--- src/rtl/color_cache_filler_if.sv ---
// color_cache_filler_if: command, memory-port and CacheColor-port signals of the colour cache filler.
interface color_cache_filler_if;
    logic        start;
    logic [31:0] base_addr;
    logic        shift_req;
    logic        mem_rd;
    logic [31:0] mem_addr;
    logic [15:0] mem_rdata;
    logic        cache_sh;
    logic        cache_we;
    logic [15:0] cache_di;
    logic [2:0]  cache_addr;
    logic        busy;
    logic        done;
    modport master (
        output start, base_addr, shift_req, mem_rdata,
        input  mem_rd, mem_addr, cache_sh, cache_we, cache_di, cache_addr, busy, done
    );
    modport slave (
        input  start, base_addr, shift_req, mem_rdata,
        output mem_rd, mem_addr, cache_sh, cache_we, cache_di, cache_addr, busy, done
    );
endinterface

--- src/rtl/color_cache_filler.sv ---
// color_cache_filler: streams NWORDS halfwords from memory into CacheColor and
// forwards shift requests as single SH pulses that never overlap a write.
module color_cache_filler #(
    parameter int NWORDS      = 6,
    parameter int ADDR_STRIDE = 2
) (
    input logic clk,
    input logic rst,
    color_cache_filler_if.slave bus
);
    typedef enum logic [2:0] {IDLE, READ, DRAIN, SHIFT, DONE} state_t;
    localparam logic [31:0] STRIDE = ADDR_STRIDE;
    state_t      state;
    logic [31:0] base;
    logic [3:0]  idx;
    logic [2:0]  widx;
    logic        rv;
    logic        pend;
    always_ff @(posedge clk) begin
        if (rst) begin
            state          <= IDLE;
            base           <= '0;
            idx            <= '0;
            widx           <= '0;
            rv             <= 1'b0;
            pend           <= 1'b0;
            bus.mem_rd     <= 1'b0;
            bus.mem_addr   <= '0;
            bus.cache_sh   <= 1'b0;
            bus.cache_we   <= 1'b0;
            bus.cache_di   <= '0;
            bus.cache_addr <= '0;
            bus.busy       <= 1'b0;
            bus.done       <= 1'b0;
        end else begin
            // rv marks the cycle in which mem_rdata answers a read, so writes trail reads by two cycles
            rv           <= bus.mem_rd;
            bus.cache_we <= rv;
            if (rv) begin
                bus.cache_di   <= bus.mem_rdata;
                bus.cache_addr <= widx;
                widx           <= widx + 3'd1;
            end
            bus.mem_rd   <= 1'b0;
            bus.cache_sh <= 1'b0;
            bus.done     <= 1'b0;
            pend         <= pend | bus.shift_req;
            case (state)
                IDLE: begin
                    if (bus.start) begin
                        state    <= READ;
                        base     <= bus.base_addr;
                        idx      <= '0;
                        widx     <= '0;
                        bus.busy <= 1'b1;
                    end else if (pend || bus.shift_req) begin
                        state        <= SHIFT;
                        bus.cache_sh <= 1'b1;
                        pend         <= 1'b0;
                    end
                end
                READ: begin
                    bus.mem_rd   <= 1'b1;
                    bus.mem_addr <= base + 32'(idx) * STRIDE;
                    idx          <= idx + 4'd1;
                    if (idx == 4'(NWORDS - 1)) state <= DRAIN;
                end
                DRAIN: begin
                    if (!bus.mem_rd && !rv) begin
                        if (pend || bus.shift_req) begin
                            state        <= SHIFT;
                            bus.cache_sh <= 1'b1;
                            pend         <= 1'b0;
                        end else begin
                            state    <= DONE;
                            bus.done <= 1'b1;
                            bus.busy <= 1'b0;
                        end
                    end
                end
                SHIFT: begin
                    // busy still high means this pulse closes a fill
                    state <= bus.busy ? DONE : IDLE;
                    if (bus.busy) begin
                        bus.done <= 1'b1;
                        bus.busy <= 1'b0;
                    end
                end
                DONE:    state <= IDLE;
                default: state <= IDLE;
            endcase
        end
    end
endmodule

--- src/flat_wrapper.sv ---
// flat-port wrapper written by rule: the top's interface ports become plain ports
module color_cache_filler_flat 
#(
    parameter int NWORDS      = 6,
    parameter int ADDR_STRIDE = 2
)
  (clk, rst, bus_start, bus_base_addr, bus_shift_req, bus_mem_rdata, bus_mem_rd, bus_mem_addr, bus_cache_sh, bus_cache_we, bus_cache_di, bus_cache_addr, bus_busy, bus_done);
  color_cache_filler_if bus_i ();
  input logic clk;
  input logic rst;
  input wire logic [$bits(bus_i.start)-1:0] bus_start;
  input wire logic [$bits(bus_i.base_addr)-1:0] bus_base_addr;
  input wire logic [$bits(bus_i.shift_req)-1:0] bus_shift_req;
  input wire logic [$bits(bus_i.mem_rdata)-1:0] bus_mem_rdata;
  output wire logic [$bits(bus_i.mem_rd)-1:0] bus_mem_rd;
  output wire logic [$bits(bus_i.mem_addr)-1:0] bus_mem_addr;
  output wire logic [$bits(bus_i.cache_sh)-1:0] bus_cache_sh;
  output wire logic [$bits(bus_i.cache_we)-1:0] bus_cache_we;
  output wire logic [$bits(bus_i.cache_di)-1:0] bus_cache_di;
  output wire logic [$bits(bus_i.cache_addr)-1:0] bus_cache_addr;
  output wire logic [$bits(bus_i.busy)-1:0] bus_busy;
  output wire logic [$bits(bus_i.done)-1:0] bus_done;
  assign bus_i.start = bus_start;
  assign bus_i.base_addr = bus_base_addr;
  assign bus_i.shift_req = bus_shift_req;
  assign bus_i.mem_rdata = bus_mem_rdata;
  assign bus_mem_rd = bus_i.mem_rd;
  assign bus_mem_addr = bus_i.mem_addr;
  assign bus_cache_sh = bus_i.cache_sh;
  assign bus_cache_we = bus_i.cache_we;
  assign bus_cache_di = bus_i.cache_di;
  assign bus_cache_addr = bus_i.cache_addr;
  assign bus_busy = bus_i.busy;
  assign bus_done = bus_i.done;
  color_cache_filler #(.NWORDS(NWORDS), .ADDR_STRIDE(ADDR_STRIDE)) u_core (.clk(clk), .rst(rst), .bus(bus_i));
endmodule
--- config.mk ---
export PLATFORM = sky130hd
export DESIGN_NAME = color_cache_filler_flat
export DESIGN_NICKNAME = d
export VERILOG_FILES = /design/src/rtl/color_cache_filler_if.sv /design/src/rtl/color_cache_filler.sv /design/src/flat_wrapper.sv
export SDC_FILE = /design/constraint.sdc
export NUM_CORES = 1
export LEC_CHECK = 0
export ABC_AREA = 1
export CAP_MARGIN = 20
export CORE_MARGIN = 2
export CORE_UTILIZATION = 30
export DETAILED_ROUTE_END_ITERATION = 12
export GPL_TIMING_DRIVEN = 1
export PLACE_DENSITY = 0.63
export SLEW_MARGIN = 30
export SYNTH_ARGS = -nofsm -noshare
export SYNTH_HDL_FRONTEND = slang
export SYNTH_SLANG_ARGS = --single-unit
--- constraint.sdc ---
create_clock -name clk -period 5.7 [get_ports clk]
set_clock_uncertainty 0.2 [all_clocks]
set_input_delay 0.57 -clock clk [delete_from_list [all_inputs] [get_ports clk]]
set_output_delay 0.57 -clock clk [all_outputs]
set_load 0.01 [all_outputs]
==> flow_metrics.tcl, run 1 <==
set metrics [dict create \
    worst_setup_path_start_kind "input pin" \
    cpMaxStageDelayCell "clkdlybuf4s50_1" \
    syn_inst 699 \
    ctsHoldBuffers 0 \
    timing.final.hold_violations 0 \
    outcome "complete, no violations" \
    worst-slew-pin-transition_ns 0.781 \
    count_of_different_cell_masters_after_synthesis 36 \
    cell_internal_pwr_mw 1.70 \
    worstPathArrival_ns 2.84 \
    power.switching_fraction_pct 37.3 \
    cellPowerDensity_mw_per_mm2 436 \
    die_w_um 130 \
    min_period_over_period_pct 48.0 \
    grt_use_met3_pct 6.28 \
    layout_common_cells "nand2_1 (189), clkdlybuf4s50_1 (107), nor2_1 (100), dfxtp_1 (100), inv_1 (71)" \
    post_synth_instance_area_mm2 0.00473 \
    route.antenna.remaining_nets 0 \
    dp_cells 992 \
    cts_htree_levels 3 \
    critical-path-max-stage-delay_ns 0.78 \
    synth_compound_gate_area_share_pct 13.4 \
    port_buffers 107 \
    core.rowCount 45 \
    die-height_um 130 \
    worst_hold_slack_ns 0.266 \
    finalWeightedCongestion 0.891 \
    post-cts-setup-buffer-count 0 \
    fillerInstances 1647 \
    worstSkewPairLatency_ns 0.36 \
    worst_ep_required_time_ns 5.81 \
    grtUsageMet1_pct 20.5 \
    grt_use_met2_pct 24.7 \
    synth_top_family_by_area "simple AND/OR/NAND/NOR gates" \
    dpl-instance-area_mm2 0.00593 \
    synth-xor-area-share_pct 0.741 \
    cp-end-kind "flop" \
    worst_slew_margin_rel_pct 47.8 \
    synthesis.yosys.warnings 0 \
    antenna_found_initial 0 \
    drc 0 \
    layout_commonest_cell "nand2_1" \
    layoutNonFillerInstCount 1008 \
    placeableCoreArea_mm2 0.0153 \
    synth-simple-area-share_pct 32.0 \
    post_route_cells_drive_above_1_share_pct 4.89 \
    drt-pass1-iter-count 4 \
    fmax_ghz 0.366 \
    root_buffer "clkbuf_16" \
    viasPerCell 4.51 \
    gr-usage-all-layers_pct 15.9 \
    irDropWorstVdd_v 0.000185 \
    totalWireLength_mm 13.0 \
    floorplan.initialDensity_pct 30.9 \
    dieArea_mm2 0.0168 \
    grt_pass1_vias 4162 \
    critPathMostFrequentCell "nand2_1" \
    cts_inserted_buffers 9 \
    maximum_number_of_pins_on_one_net_before_global_route_repair 52 \
    area_growth_pct 31.6 \
    nNetsFinal 852 \
    dp_hpwl_mm 9.53 \
    crit_path_cell_trace "clkdlybuf4s50_1 > inv_2 > buf_4 > nand2_1 > nand2_1 > o21ai_0 > inv_1" \
    tritoncts_clock_tree "yes" \
    power.leakage_nw 2.57 \
    grt_first_pass_wirelength_mm 20.7 \
    total_count_of_max_transition_violations_in_the_final_report 0 \
    setup-tns-final_ns 0 \
    period_minus_slack_ns 2.73 \
    holdCritPathClass "reg2reg" \
    cts.clk_slew.worst_paths_ns 0.07 \
    via_count 4542 \
    ys_seq_elements 100 \
    globalRouteOverflowTotal 0 \
    seq_power_share_pct 40.3 \
    synthesis.nets 759 \
    antennaDiodeCount 0 \
    fin_util_pct 40.6 \
    rsz_0062_raised_after_global_routing "no" \
    p_comb_share_pct 37.3 \
    synth.yosys.seq_area_share_pct 42.4 \
    synth_fa_ha_area_share_pct 2.28 \
    finalSetupViolCount 0 \
    grt-busiest-layer "met2" \
    routed_wire_length_per_instance_um 12.9 \
    criticalPathCategory "in2reg" \
    ctsResizeCount 0 \
    syn-mean-instance-area_um2 6.76 \
    detail_route.iter0.violations 265 \
    max-clock-path-buffers 2 \
    postLayoutCellArea_mm2 0.00622 \
    ioPinCount 108 \
    critical_path_peak_fanout 51 \
    synthMuxAreaShare_pct 0 \
    maxCapViolations 0 \
    p_clk_share_pct 22.4 \
    cts_sinks 100 \
    net-switching-power_mw 1.01 \
]
## power groups by stage
stage	clock network, mW	registers, mW	logic (mW)
4_1_cts	0.628	1.09	1.03
2_1_floorplan	0	1.13	0.553
3_5_place_dp	0	1.11	1.02
6_report	0.609	1.09	1.01
3_3_place_gp	0	1.11	1.01
5_1_grt	0.657	1.13	1.15
## synthesized netlist by cell type (all sizes together)
cell type	count	area, um2
nor2	107	434
and3	1	6.26
o211ai	4	30.0
fa	1	20.0
o32ai	1	8.76
buf	15	103
clkbuf	12	45.0
nand3	51	270
nor4	1	6.26
nor3b	1	7.51
inv	75	284
xor2	3	26.3
or2	1	6.26
o21ai	62	314
nand4	6	37.5
o221ai	1	8.76
a31oi	3	18.8
ha	7	87.6
a21oi	49	245
nor3	1	5.00
dfxtp	100	2000
nand2	194	741
xnor2	1	8.76
o21bai	1	7.51
clkinv	1	3.75
## sequential cells by signal, summed over array words and instances, names as in the netlist
signal                 cells
u_core.base               32
u_core.bus.busy            1
u_core.bus.cache_addr      3
u_core.bus.cache_di       16
u_core.bus.cache_sh        1
u_core.bus.cache_we        1
u_core.bus.done            1
u_core.bus.mem_addr       32
u_core.bus.mem_rd          1
u_core.idx                 4
u_core.pend                1
u_core.rv                  1
u_core.state               3
u_core.widx                3
## cell type report
cell class | instances | area [um2] | share of cell area [%]
Clock buffer | 10 | 239 | 3.84
Clock inverter | 6 | 53.8 | 0.865
Inverter | 76 | 288 | 4.62
Multi-Input combinational cell | 496 | 2290 | 36.8
Sequential cell | 100 | 2000 | 32.2
Tap cell | 211 | 264 | 4.24
Timing Repair Buffer | 109 | 1090 | 17.5
## layer usage
layer | part of all wire, % | wire length [um]
met5 | 0 | 0
met4 | 1.2 | 162
met3 | 7.2 | 933
met2 | 44 | 5720
met1 | 48 | 6170
## worst paths after layout
kind                                      from                     end  slack (ns)  depth (start not counted)
worst max-delay path                       rst  u_core.bus.mem_addr[8]        2.97                          7
worst min-delay path            u_core.base[0]          u_core.base[0]        0.27                          2
worst max register to register   u_core.idx[0]  u_core.bus.mem_addr[9]        3.40                         11
worst min register to register  u_core.base[0]          u_core.base[0]        0.27                          2
## cells by family (layout without fill, tap and decap cells)
kind of cell             Yosys count  count (layout)
AND/OR/NAND/NOR                  363             363
flip-flops                       100             100
XOR/XNOR                           4               4
adder cells (fa/ha/maj)            8               8
buffers and inverters            103             201
AO/OA/AOI/OAI                    121             121
## worst max-delay path, delay by kind of cell
family	cells	cell delay (ns)
buffers and inverters	4	2.01
and+or+nand+nor	2	0.15
AOI/OAI and AO/OA	1	0.08
## stage by stage
step / power (mW) / worst slack [ns]
detailed placement: 2.13 / 2.59
global placement: 2.12 / 2.67
CTS: 2.75 / 2.97
global route: 2.93 / 2.71
floorplan: 1.68 / 3.78
finish: 2.71 / 2.97
Note: power is estimated with default switching activity, not from simulation.
==> inputs of run 2 (changes only) <==
PLACE_DENSITY = 0.65   (was 0.63)
clock period = 2.4 ns   (was 5.7 ns; I/O delays follow)
==> run 2 against run 1 <==
Effect of this change: clock power increased by 140%; routed wire length increased by 5.0%; register-to-register slack got worse by 3.1 ns; worst setup slack got worse by 2.7 ns; cell count increased by 0.69%; first-iteration DRC count increased by 5.7%; core utilization increased by 0.73 points; design area increased by 1.8%; total power increased by 140%; critical endpoint is now u_core.bus.mem_addr[9]; largest cell class unchanged.
==> flow_metrics.tcl, run 2 (synthesized netlist as in run 1, its figures left out) <==
set metrics [dict create \
    outcome "complete, no violations" \
    fmax_ghz 0.468 \
    critical-path-max-stage-delay_ns 0.46 \
    globalRouteOverflowTotal 0 \
    tritoncts_clock_tree "yes" \
    cts_inserted_buffers 9 \
    layout_top_registers "u_core.base: 32 flops, u_core.bus.mem_addr: 32 flops, u_core.bus.cache_di: 16 flops" \
    layoutNonFillerInstCount 1015 \
    grt_first_pass_wirelength_mm 22.2 \
    worst-slew-pin-transition_ns 0.702 \
    cellPowerDensity_mw_per_mm2 1040 \
    cell_internal_pwr_mw 4.11 \
    pre_cts_ws_ns 0.278 \
    ctsResizeCount 0 \
    r2r_start "u_core.idx[0]" \
    dp_cells 999 \
    port_buffers 107 \
    nNetsFinal 859 \
    postLayoutCellArea_mm2 0.00633 \
    viasPerCell 4.54 \
    antenna_found_initial 0 \
    dr_wl_met2_mm 5.96 \
    critical_path_peak_fanout 6 \
    root_buffer "clkbuf_16" \
    fillerInstances 1653 \
    wl_met1_mm 6.37 \
    placeableCoreArea_mm2 0.0153 \
    net-switching-power_mw 2.50 \
    seq_area_mm2 0.00200 \
    dieArea_mm2 0.0168 \
    route.antenna.remaining_nets 0 \
    power.leakage_nw 2.63 \
    irDropWorstVdd_v 0.000491 \
    maxCapViolations 0 \
    wl_met3_mm 1.12 \
    gr-usage-all-layers_pct 17.0 \
    max-clock-path-buffers 2 \
    worstPathArrival_ns 2.25 \
    layout_common_cells "nand2_1 (189), clkdlybuf4s50_1 (107), nor2_1 (100), dfxtp_1 (100), inv_1 (71)" \
    worst_ep_required_time_ns 2.51 \
    power.switching_fraction_pct 37.8 \
    setup-tns-final_ns 0 \
    hold_path_startpoint "bus_base_addr[2]" \
    via_count 4609 \
    drt-pass1-iter-count 5 \
    critPathMostFrequentCell "nand2_1" \
    total_count_of_max_transition_violations_in_the_final_report 0 \
    top_layer_used "met4" \
    rsz_0062_raised_after_global_routing "no" \
    floorplan.initialDensity_pct 30.9 \
    dp_hpwl_mm 9.86 \
    maximum_number_of_pins_on_one_net_before_global_route_repair 62 \
    timing.final.hold_violations 0 \
    totalWireLength_mm 13.6 \
    regToRegSetupSlack_ns 0.26 \
    multi_input_comb_area_mm2 0.00229 \
    grt_pass1_vias 4389 \
    crit_path_cell_trace "ha_1 > fa_1 > nand2_1 > nand3_1 > nand2_2 > inv_2 > nand2_1 > nand2_1 > nand3_1 > o211ai_1 > inv_1" \
    finalSetupViolCount 0 \
    seq_power_share_pct 39.1 \
    drc 0 \
    antennaDiodeCount 0 \
    period_minus_slack_ns 2.14 \
    finalWeightedCongestion 0.903 \
    p_clk_share_pct 22.3 \
    worstSkewPairLatency_ns 0.36 \
    cts_htree_levels 3 \
    cp-end-kind "flop" \
    post_route_cells_drive_above_1_share_pct 5.72 \
    cpMaxStageDelayCell "fa_1" \
    worst_slew_margin_rel_pct 52.7 \
    cts_sinks 100 \
    rr_endpoint "u_core.bus.mem_addr[9]" \
    core.rowCount 45 \
    final_critical_path_setup_slack_ns 0.264 \
    holdCritPathClass "in2reg" \
    number_of_cells_on_the_worst_reg_to_reg_path 11 \
    post-cts-setup-buffer-count 0 \
    layout_commonest_cell "nand2_1" \
    worstHoldEndpoint "u_core.base[2]" \
    dpl-instance-area_mm2 0.00603 \
    detail_route.iter0.violations 280 \
    die-height_um 130 \
    min_period_over_period_pct 89.0 \
    ctsHoldBuffers 0 \
    worst_setup_path_start_kind "flop" \
    ioPinCount 108 \
    die_w_um 130 \
    routed_wire_length_per_instance_um 13.4 \
    criticalPathCategory "reg2reg" \
    p_comb_share_pct 38.6 \
    holdPathStages 3 \
    cts.clk_slew.worst_paths_ns 0.08 \
    area_growth_pct 34.0 \
]
run 2: metrics by stage:
step                power, mW  util (%)  hold slack (ns)
finish                   6.61      41.4            0.238
floorplan                3.99         -            0.175
CTS                      6.70      41.4            0.227
global placement         5.18      39.4            0.251
detailed placement       5.19      39.4            0.258
global route             7.12      41.4            0.247
run 2: layout make-up:
type                            count  area share (%)
Clock inverter                      7            1.21
Timing Repair Buffer              116            18.8
Tap cell                          211            4.17
Multi-Input combinational cell    496            36.2
Sequential cell                   100            31.6
Inverter                           76            4.54
Clock buffer                        9            3.56
run 2: critical path, delay by kind of cell, from the launching register on:
| kind | cells | cell delay [ns] |
|---|---|---|
| AND/OR/NAND/NOR | 6 | 0.58 |
| flip-flops | 1 | 0.38 |
| AO/OA/AOI/OAI | 1 | 0.08 |
| buffers and inverters | 2 | 0.11 |
| adder cells (fa/ha/maj) | 2 | 0.73 |
run 2: power by group through the flow:
stage | logic [mW] | registers (mW) | clock network (mW)
after global routing | 2.87 | 2.66 | 1.59
after floorplan | 1.31 | 2.68 | 0
after detailed placement | 2.58 | 2.61 | 0
after global placement | 2.56 | 2.62 | 0
after CTS | 2.59 | 2.59 | 1.52
final | 2.56 | 2.59 | 1.47
run 2: worst max path at each step:
stage	from	end	slack (ns)	depth (start not counted)
4_1_cts	u_core.idx[0]	u_core.bus.mem_addr[9]	0.26	11
2_1_floorplan	u_core.idx[0]	u_core.bus.mem_addr[9]	0.48	9
3_3_place_gp	bus_start	u_core.idx[3]	0.31	7
5_1_grt	u_core.idx[0]	u_core.bus.mem_addr[9]	0.12	9
6_report	u_core.idx[0]	u_core.bus.mem_addr[9]	0.26	11
3_5_place_dp	u_core.idx[0]	u_core.bus.mem_addr[9]	0.28	11
run 2: per-layer routing:
| metal | GRT usage [%] | vias up |
|---|---|---|
| met3 | 6.65 | 12 |
| met5 | 0 | - |
| met2 | 25.9 | 129 |
| met1 | 22.5 | 2037 |
| li1 | - | 2431 |
| met4 | 4.81 | 0 |
==> inputs of run 3 (changes only) <==
ABC_AREA = unset   (was 1)
CORE_ASPECT_RATIO = 0.9   (was unset)
PLACE_DENSITY = 0.66   (was 0.65)
==> run 3 against run 2 <==
Effect of this change: worst hold slack worse by 0.012 ns; fmax shrank 6.1%; highest routed layer unchanged; largest cell class unchanged; sequential cell count did not move.
==> flow_metrics.tcl, run 3 <==
set metrics [dict create \
    synth_common_cells "dfxtp_1 (100), nand2_1 (97), a21oi_1 (49)" \
    grt_pass1_vias 4270 \
    post-cts-setup-buffer-count 0 \
    finalSetupViolCount 0 \
    fin_util_pct 42.2 \
    outcome "complete, no violations" \
    grt_first_pass_wirelength_mm 21.4 \
    via_count 4267 \
    synth.top_cells.by_area "dfxtp_1 (45%), nand2_1 (8.2%), a21oi_1 (5.5%)" \
    setup-tns-final_ns 0 \
    dieArea_mm2 0.0159 \
    cellPowerDensity_mw_per_mm2 824 \
    root_buffer "clkbuf_16" \
    port_buffers 107 \
    drc 0 \
    layout_commonest_cell "clkdlybuf4s50_1" \
    share_of_flip_flops_with_an_asynchronous_set_or_reset_after_synthesis_pct 0 \
    worst-slew-pin-transition_ns 0.529 \
    antennaDiodeCount 0 \
    cts_inserted_buffers 9 \
    layout_common_cells "clkdlybuf4s50_1 (106), dfxtp_1 (100), nand2_1 (97)" \
    dp_hpwl_mm 9.44 \
    fmax_ghz 0.440 \
    fillerInstances 1474 \
    post_synth_instance_area_mm2 0.00446 \
    syn-mean-instance-area_um2 8.25 \
    syn_inst 541 \
    routed_wire_length_per_instance_um 15.4 \
    worst_slew_margin_rel_pct 64.7 \
    synth_enable_flop_cells 0 \
    synth_ff_type "dfxtp_1" \
    floorplan.initialDensity_pct 30.6 \
    netlist.area_leader.share_pct 44.8 \
    route.antenna.remaining_nets 0 \
    criticalPathCategory "reg2reg" \
    synth.yosys.seq_area_share_pct 44.8 \
    ioPinCount 108 \
    cp-end-kind "flop" \
    power.leakage_nw 2.20 \
    cts.clk_slew.worst_paths_ns 0.08 \
    post_route_cells_drive_above_1_share_pct 7.98 \
    core.rowCount 42 \
    cts_sinks 100 \
    synthesis.nets 601 \
    drt-pass1-iter-count 4 \
    globalRouteOverflowTotal 0 \
    number_of_cells_on_the_worst_reg_to_reg_path 6 \
    tritoncts_clock_tree "yes" \
    die-height_um 120 \
    rsz_0062_raised_after_global_routing "no" \
    antenna_found_initial 0 \
    die_w_um 133 \
    irDropWorstVdd_v 0.000480 \
    nNetsFinal 707 \
    yosysTopAreaCell "dfxtp_1" \
    worstPathArrival_ns 2.32 \
    holdPathStages 3 \
    maximum_number_of_pins_on_one_net_before_global_route_repair 47 \
    max-clock-path-buffers 2 \
    maxCapViolations 0 \
    layout_top_registers "u_core.base: 32 flops, u_core.bus.mem_addr: 32 flops, u_core.bus.cache_di: 16 flops" \
    holdCritPathClass "in2reg" \
    min_period_over_period_pct 94.7 \
    worst_ep_required_time_ns 2.44 \
    detail_route.iter0.violations 268 \
    cts_htree_levels 3 \
    fin_total_pwr_mw 5.09 \
    synth.most_common_cell "dfxtp_1" \
    gr-usage-all-layers_pct 16.8 \
    synthesis.yosys.warnings 0 \
    totalWireLength_mm 13.1 \
    viasPerCell 5.02 \
    count_of_different_cell_masters_after_synthesis 51 \
    ys_seq_elements 100 \
    area_growth_pct 38.3 \
    timing.final.hold_violations 0 \
    placeableCoreArea_mm2 0.0146 \
    critical_path_peak_fanout 15 \
    total_count_of_max_transition_violations_in_the_final_report 0 \
    period_minus_slack_ns 2.27 \
    finalWeightedCongestion 0.878 \
    seq_area_mm2 0.00200 \
    multi_input_comb_area_mm2 0.00228 \
    worst_setup_path_start_kind "flop" \
    worstSkewPairLatency_ns 0.36 \
]
## run 3: power breakdown
| group | switching [mW] | total (mW) | internal (mW) | leakage, nW |
|---|---|---|---|---|
| combinational | 0.748 | 1.43 | 0.680 | 1.23 |
| clock | 0.703 | 1.54 | 0.838 | 0.153 |
| sequential | 0.212 | 2.12 | 1.91 | 0.815 |
| total | 1.66 | 5.09 | 3.42 | 2.20 |
## run 3: final timing paths
path              slack [ns]              startpoint                      end
setup / recovery        0.13           u_core.idx[3]  u_core.bus.mem_addr[21]
hold / removal          0.23        bus_base_addr[0]           u_core.base[0]
setup reg to reg        0.13           u_core.idx[3]  u_core.bus.mem_addr[21]
hold reg to reg         0.26  u_core.bus.mem_addr[0]   u_core.bus.mem_addr[0]
## run 3: timing repair
item / in CTS / in global routing
setup endpoints to repair: 0 / 1
hold buffers: 0 / 0
gates resized for setup: 0 / 1
## run 3: layout make-up
type,count,area share (%)
Clock buffer,9,3.65
Sequential cell,100,32.4
Multi-Input combinational cell,394,37.0
Timing Repair Buffer,135,20.9
Inverter,7,0.507
Clock inverter,7,1.52
Tap cell,198,4.01
## run 3: kinds of logic after synthesis
kind of cell | count (synthesis) | synth area share (%)
and+or+nand+nor | 239 | 26.1
AOI/OAI and AO/OA | 118 | 15.9
DFF | 100 | 44.8
buffers and inverters | 47 | 4.43
muxes | 20 | 4.48
xor gates and xnor gates | 9 | 1.77
adders and majority gates | 8 | 2.41
## run 3: worst max-delay path, stage by stage, from the launching register on
cell and delay (ns):
dfxtp_1 0.33, ha_1 0.37, o21ai_1 0.15, or2_0 0.28, buf_4 0.22, o311a_1 0.35, a211o_1 0.26
## run 3: per-stage QoR
stage,setup slack (ns),cells,cell area (um2),hold slack [ns]
after floorplan,0.0447,541,4470,0.176
after global placement,0.188,834,5850,0.243
after detailed placement,0.117,834,5850,0.248
after CTS,0.101,850,6170,0.210
after global routing,0.0373,850,6170,0.233
final,0.127,850,6170,0.226
## run 3: layer usage
layer,track usage [%],vias up,wire length (um)
met4,5.11,0,217
met1,21.1,2007,6030
met3,5.28,15,748
met5,0,-,0
met2,27.5,110,6050
li1,-,2135,-
